`config.mk`:
```
export PLATFORM = sky130hd
export DESIGN_NAME = ov_capture_param
export DESIGN_NICKNAME = d
export VERILOG_FILES = /design/src/rtl/ov_capture_param.sv
export SDC_FILE = /design/constraint.sdc
export NUM_CORES = 1
export LEC_CHECK = 0
export CAP_MARGIN = 20
export CORE_AREA = 10 10 97 99
export DETAILED_ROUTE_END_ITERATION = 10
export DIE_AREA = 0 0 107 109
export PLACE_DENSITY = 0.83
export SYNTH_ARGS = -nofsm -noshare
export SYNTH_HDL_FRONTEND = slang
export SYNTH_SLANG_ARGS = --single-unit
```
`constraint.sdc`:
```
create_clock -name i_pclk -period 2.97 [get_ports i_pclk]
set_input_delay 0.594 -clock i_pclk [delete_from_list [all_inputs] [get_ports i_pclk]]
set_output_delay 0.594 -clock i_pclk [all_outputs]
set_load 0.02 [all_outputs]
```
`src/rtl/ov_capture_param.sv`:
```
// OV-series DVP capture front end: RGB565 or YUYV-luma input, optional 2:1
// decimation, enable-gated frames, frame counter and line-length checking.
module ov_capture_param #(
   parameter int H_ACTIVE = 320,
   parameter int V_ACTIVE = 240,
   parameter int ADDR_W   = 17,
   parameter int CNT_W    = 8
) (
   input  logic              i_pclk,
   input  logic              i_rst,
   input  logic              i_vsync,
   input  logic              i_href,
   input  logic [7:0]        i_d,
   input  logic              i_enable,
   input  logic              i_mode,
   input  logic              i_decim,
   output logic [ADDR_W-1:0] o_addr,
   output logic [15:0]       o_dout,
   output logic              o_we,
   output logic              o_frame_done,
   output logic [CNT_W-1:0]  o_frame_cnt,
   output logic              o_line_err
);

   localparam int XW = $clog2(H_ACTIVE + 2);
   localparam int YW = $clog2(V_ACTIVE + 1);
   localparam int AMAX_FULL = H_ACTIVE * V_ACTIVE - 1;
   localparam int AMAX_DEC  = (H_ACTIVE / 2) * (V_ACTIVE / 2) - 1;

   logic          r_vsync_q;
   logic          r_href_q;
   logic [XW-1:0] r_x;
   logic [YW-1:0] r_y;
   logic          r_phase;
   logic [7:0]    r_hi;
   logic          r_mode;
   logic          r_decim;
   logic          r_active;

   logic              w_vs_fall;
   logic              w_vs_rise;
   logic              w_hr_fall;
   logic              w_line;
   logic              w_line_end;
   logic              w_pix_done;
   logic              w_x_ok;
   logic              w_y_ok;
   logic              w_keep;
   logic              w_store;
   logic [15:0]       w_pixel;
   logic [ADDR_W-1:0] w_addr_max;

   assign w_vs_fall  = r_vsync_q & ~i_vsync;
   assign w_vs_rise  = ~r_vsync_q & i_vsync;
   assign w_hr_fall  = r_href_q & ~i_href;
   assign w_line     = ~i_vsync & i_href;
   assign w_line_end = w_hr_fall & ~i_vsync;

   // RGB565 completes on the second byte, grey on the Y (first) byte
   assign w_pix_done = w_line & (r_mode ? ~r_phase : r_phase);
   assign w_pixel    = r_mode ? {i_d[7:3], i_d[7:2], i_d[7:3]}
                              : {r_hi, i_d};

   assign w_x_ok  = r_x < XW'(H_ACTIVE);
   assign w_y_ok  = r_y < YW'(V_ACTIVE);
   assign w_keep  = ~r_decim | (~r_x[0] & ~r_y[0]);
   assign w_store = w_pix_done & r_active & w_x_ok & w_y_ok & w_keep
                    & ~w_vs_fall;

   assign w_addr_max = r_decim ? ADDR_W'(AMAX_DEC) : ADDR_W'(AMAX_FULL);

   always_ff @(posedge i_pclk or posedge i_rst) begin
      if (i_rst) begin
         r_vsync_q <= 1'b0;
         r_href_q  <= 1'b0;
      end else begin
         r_vsync_q <= i_vsync;
         r_href_q  <= i_href;
      end
   end

   always_ff @(posedge i_pclk or posedge i_rst) begin
      if (i_rst) begin
         r_active <= 1'b0;
         r_mode   <= 1'b0;
         r_decim  <= 1'b0;
      end else if (w_vs_fall) begin
         r_active <= i_enable;
         r_mode   <= i_mode;
         r_decim  <= i_decim;
      end else if (w_vs_rise) begin
         r_active <= 1'b0;
      end
   end

   always_ff @(posedge i_pclk or posedge i_rst) begin
      if (i_rst) begin
         r_x     <= '0;
         r_y     <= '0;
         r_phase <= 1'b0;
         r_hi    <= '0;
      end else if (w_vs_fall) begin
         r_x     <= '0;
         r_y     <= '0;
         r_phase <= 1'b0;
      end else if (w_line) begin
         r_phase <= ~r_phase;
         if (~r_phase)
            r_hi <= i_d;
         if (w_pix_done && r_x != XW'(H_ACTIVE + 1))
            r_x <= r_x + XW'(1);
      end else begin
         // a dangling odd byte is dropped simply by clearing the phase
         r_phase <= 1'b0;
         if (w_line_end) begin
            r_x <= '0;
            if (r_y != YW'(V_ACTIVE))
               r_y <= r_y + YW'(1);
         end
      end
   end

   always_ff @(posedge i_pclk or posedge i_rst) begin
      if (i_rst) begin
         o_we   <= 1'b0;
         o_dout <= '0;
      end else begin
         o_we <= w_store;
         if (w_store)
            o_dout <= w_pixel;
      end
   end

   // addr advances after each write but parks on the last frame location
   always_ff @(posedge i_pclk or posedge i_rst) begin
      if (i_rst)
         o_addr <= '0;
      else if (w_vs_fall)
         o_addr <= '0;
      else if (o_we && o_addr != w_addr_max)
         o_addr <= o_addr + ADDR_W'(1);
   end

   always_ff @(posedge i_pclk or posedge i_rst) begin
      if (i_rst) begin
         o_frame_done <= 1'b0;
         o_frame_cnt  <= '0;
         o_line_err   <= 1'b0;
      end else begin
         o_frame_done <= w_vs_rise & r_active;
         if (w_vs_rise && r_active)
            o_frame_cnt <= o_frame_cnt + CNT_W'(1);
         o_line_err <= w_line_end & r_active & (r_x != XW'(H_ACTIVE));
      end
   end

endmodule
```
Word-level counts from Yosys, hierarchy flattened:

Index checks and enable logic that the tools add are counted.

* input port bits: 15
* output and inout bits: 44
* register bits after elaboration: 75
* logic and storage cells: 79

* $add $sub $neg: 4
* mux-type cells: 17
* reductions and logical operators: 11
* $lt $le $gt $ge: 2
* bitwise gates (word level): 24
* equality and inequality tests: 6

Operators by type and width (count)
* 2-to-1 mux 17 bit: 3
* 2-to-1 mux 9 bit: 4
* 2-to-1 mux 8 bit: 4
* inequality test 9 bit, second input constant: 2
* adder 17 x 1 -> 17 bit, second input constant: 1
* inequality test 17 bit: 1
* adder 8 x 1 -> 8 bit, second input constant: 2
* 2-to-1 mux 16 bit: 1
* AND 1 bit: 15
* adder 9 x 1 -> 9 bit, second input constant: 1
* less-than comparator 9 bit, second input constant: 1
* less-than comparator 8 bit, second input constant: 1
* inequality test 8 bit, second input constant: 1
* inverter 1 bit: 8
* nonzero test 2 bit: 4
* AND reduction 3 bit: 2
* 2-to-1 mux 1 bit: 5
* logical AND 1 bit: 3
* inequality test 3 x 2 -> 1 bit, second input constant: 1
* nonzero test 3 bit: 1
* inequality test 2 bit, second input constant: 1
* AND reduction 2 bit: 1
* bitwise OR 1 bit: 1

Depth between registers and ports, before layout:

* word-level depth: 8
* mapped depth: 9
* mapped depth without buffers: 7

Worst setup path after synthesis:

OpenSTA, ideal clock, no wires.

* path kind: input port to flip-flop
* from: input i_vsync
* to: register o_dout[6]
* setup time: 0.136 ns
* path slack: 0.765 ns
* stages on the path: 9
* data arrival time: 2.069 ns
* cells stage by stage: inv_1 ha_1 or3b_1 clkbuf_1 nor3b_1 nand4_1 clkbuf_1 nand2_1 o21ai_0

* elaborated cells on any way between the ends: 10
* those cells by class: bitwise: 10

RTL lines
* from (decl): line 11 `input logic i_vsync,`
* inverter 1 bit: line 53 `assign w_vs_fall = r_vsync_q & ~i_vsync;`
* AND 1 bit: line 53
* named net w_vs_fall: line 40 `logic w_vs_fall;`
* inverter 1 bit (no source line)
* AND 1 bit: line 68 `& ~w_vs_fall;`
* to (signal assigned): line 130 `o_dout <= w_pixel;`
* to (decl): line 18 `output logic [15:0] o_dout,`

The timed path passes the listed nets, and every way through them passes these cells.
A chain may end at the register's enable or synchronous reset.

Final worst setup path:

* from: input i_vsync
* to: register r_y[6]

* word-level cells in the longest chain between the ends: 4
* elaborated cells on any way between the ends: 9
* those cells by class: eq/ne: 1; mux: 1; bitwise: 4; reduce/logical: 3

Ends and longest elaborated chain
* inverter 1 bit *: line 53
* AND 1 bit *: line 53
* named net w_vs_fall: line 40
* inequality test 2 bit (no source line) or nonzero test 2 bit (tied branches)
* AND reduction 3 bit (no source line)
* to (signal assigned): line 118 `r_y <= r_y + YW'(1);`
* to (decl): line 33 `logic [YW-1:0] r_y;`

The timed path passes the listed nets; every way through them passes the cells marked *.

==> out/results.txt <==
Inserted Clock Buffers = 9
Tightest Pin Transition = 863 ps
post-CTS setup buffer count = 0
Total GRT Usage = 14.2%
Max Cap Viol = 0
largest net degree at the start of global routing = 45
DIE WIDTH = 107 um
Worst Skew = 15.4 ps
Synth area leader = dfrtp_1
flops & latches, synth = 75
Top delay family on crit path = simple AND/OR/NAND/NOR gates
CP endpoint = r_y[6]
DR WL/cell = 15.7 um
Crit Path Max Fanout = 32
register area share after synthesis = 51.8%
effective utilization at floorplan = 48.1%
Post-DP HPWL = 5750 um
Finished Layout Cells = 515
Final min period = 2400 ps
hold buffers post-CTS = 0
critical path type = primary input to flop
reg2reg end = o_addr[9]
Leak = 1.94 nW
top-area cell type share of the netlist area = 51.8%
Crit. End Element = flop
commonest non-fill, non-tap cell in the layout = dfrtp_1
post-cts repair resize count = 0
via count of the first global-routing pass = 2,775
Total Die Area = 11,700 um2
number of vias per cell = 5.37
DRC violations left = 0
WP data arrival = 2680 ps
Synth Area in Simple Gates = 19.0%
RR Startpoint = o_addr[12]
critical path data required time = 3240 ps
global routing's busiest layer = met2
slowest CP cell = clkdlybuf4s50_1
Layout Nets = 430
most used cell along the critical path = or3_1
initial DRC count = 144
GR Layer Usage met1 = 16.9%
Syn Area/Cell = 10.5 um2
Max VDD drop = 554 uV
top cells by area, synth = dfrtp_1, mux2i_1, o21ai_0
clock sink count = 75
Fin Hold WS = 484 ps
clock transition at the registers of the reported paths = 80 ps
clock root buffer = clkbuf_8
status = complete, no violations
# H-tree levels = 3
P per Cell Area = 577 nW/um2
Ys Warns = 0
die height = 109 um
post-route clock period utilization = 80.9%
startpoint types = primary input
CP bufs+invs = 3
EDFF count, synth = 0
floorplan row count = 32
syn nets = 367
routability cong. = 0.865
CP startpoint = i_vsync
final hold viol count = 0
Hold Path Class = flop to flop
Distinct cells, synth = 47
Worst slew margin = 42.3%
ys async rst share = 100%
layout cells sized above 1 = 13.3%
synthesized instance count = 345
commonest non-fill, non-tap cells in the layout = dfrtp_1, clkdlybuf4s50_1, nand2_1
antenna violations before repair = 0
grt met2 use = 24.0%
CTS tree = done
critical path, cell by cell = clkdlybuf4s50_1 -> inv_1 -> ha_1 -> buf_4 -> nor2_1 -> or3_1 -> or3_1 -> a21oi_1
DR pass1 iterations = 4
CP peak stage delay = 420 ps
xor/xnor share of the synthesized area = 6.05%
Area Growth Syn to Fin = 25.2%
global route total overflow = 0
worst r2r path cells = 4
Most used DFF post-synth = dfrtp_1
Ports = 59
Vias = 2,767
Synth Area in Compound Gates = 9.61%
Placeable Area = 7530 um2
Final Setup Violations = 0
Fmax = 416 MHz
Routed Antenna Nets = 0
setup_tns = 0 ps
cell area after synthesis = 3620 um2
flop-to-flop setup slack = 680 ps
maximum root-to-sink buffer count = 2
Max Slew Vio Count = 0
diode count = 0
Final Util = 60.2%
final wirelength = 8070 um
met3 Track Usage GR = 4.60%
Clock Latency Late Sink = 350 ps
RSZ-0062 raised after global routing = false
mux cell area share after synthesis = 8.75%
first-pass GRT wire length = 13,700 um
total placed cells including tap cells = 499
combinational family with the most area after synthesis = simple AND/OR/NAND/NOR gates
Crit path depth = 8
adder-cell share of the synthesized area = 2.42%
Port Buffer Count = 58
[worst reg2reg max path, stage by stage (launching register included)]
cell	delay, ps
dfrtp_1	440
or4b_4	600
o41ai_4	790
o21ai_0	220
a21oi_1	180
[state kept, by name (all words and copies together), names as in the netlist]
signal / count
r_mode: 1
r_active: 1
r_decim: 1
o_addr: 17
r_vsync_q: 1
o_line_err: 1
o_frame_cnt: 8
o_dout: 16
r_x: 9
r_y: 8
o_we: 1
r_href_q: 1
r_phase: 1
o_frame_done: 1
r_hi: 8
[cell type report]
type,count,area (um2)
multi-input cells,251,1660
clock inverters,7,75.1
clock buffers,9,124
well taps,102,128
flip-flops and latches,75,1880
fillers,659,3000
repair buffers,65,646
inverters,6,22.5
[per-stage QoR]
step / total power [mW] / setup WS, ps / instance area, um2
floorplan: 1.57 / 466 / 3620
global placement: 1.82 / 295 / 4330
detailed placement: 1.85 / 219 / 4330
CTS: 2.65 / 584 / 4530
global route: 2.76 / 398 / 4530
finish: 2.62 / 566 / 4530
[report_power, final]
part / internal [mW] / switching [mW] / total [mW]
Clock: 0.394 / 0.398 / 0.792
Sequential: 1.15 / 0.103 / 1.25
Combinational: 0.277 / 0.297 / 0.574
Total: 1.82 / 0.799 / 2.62
[cell families after synthesis]
kind of cell    count (synthesis)
mux                            29
xor+xnor                       25
buf+inv                        19
flops                          75
simple gates                  134
compound gates                 56
fa+ha+maj                       7
[layer usage]
layer	vias up	share of wire, %
met5	-	0
met4	0	1.1
met3	8	4.9
met2	65	51
met1	1347	43
li1	1347	-
[synth_stat cells (2+ instances only)]
cell / n
nand2_1: 38
buf_1: 3
dfrtp_1: 75
or3_2: 6
and4bb_2: 3
o21ai_0: 31
nand3_1: 16
nor3b_1: 2
nor2_1: 32
nor3_1: 6
o31ai_1: 2
nand4_1: 8
ha_1: 7
or3_1: 4
mux2i_1: 17
xnor2_1: 8
a21oi_1: 10
a21o_1: 3
o21ai_1: 2
clkbuf_1: 8
or4_1: 2
inv_1: 6
nand2b_1: 2
or2_2: 3
o2111ai_1: 2
mux2_2: 11
nor4_1: 2
xor2_1: 17
[worst min-delay path by stage]
stage,start,cells past startpoint,slack [ps],to
6_report,o_frame_cnt[7],1,480,o_frame_cnt[7]
3_5_place_dp,o_dout[1],2,470,o_dout[1]
4_1_cts,o_dout[1],2,490,o_dout[1]
5_1_grt,o_dout[1],2,510,o_dout[1]
3_3_place_gp,o_frame_cnt[7],1,460,o_frame_cnt[7]
2_1_floorplan,r_hi[0],1,480,r_hi[0]
(Power assumes the default switching activity.)
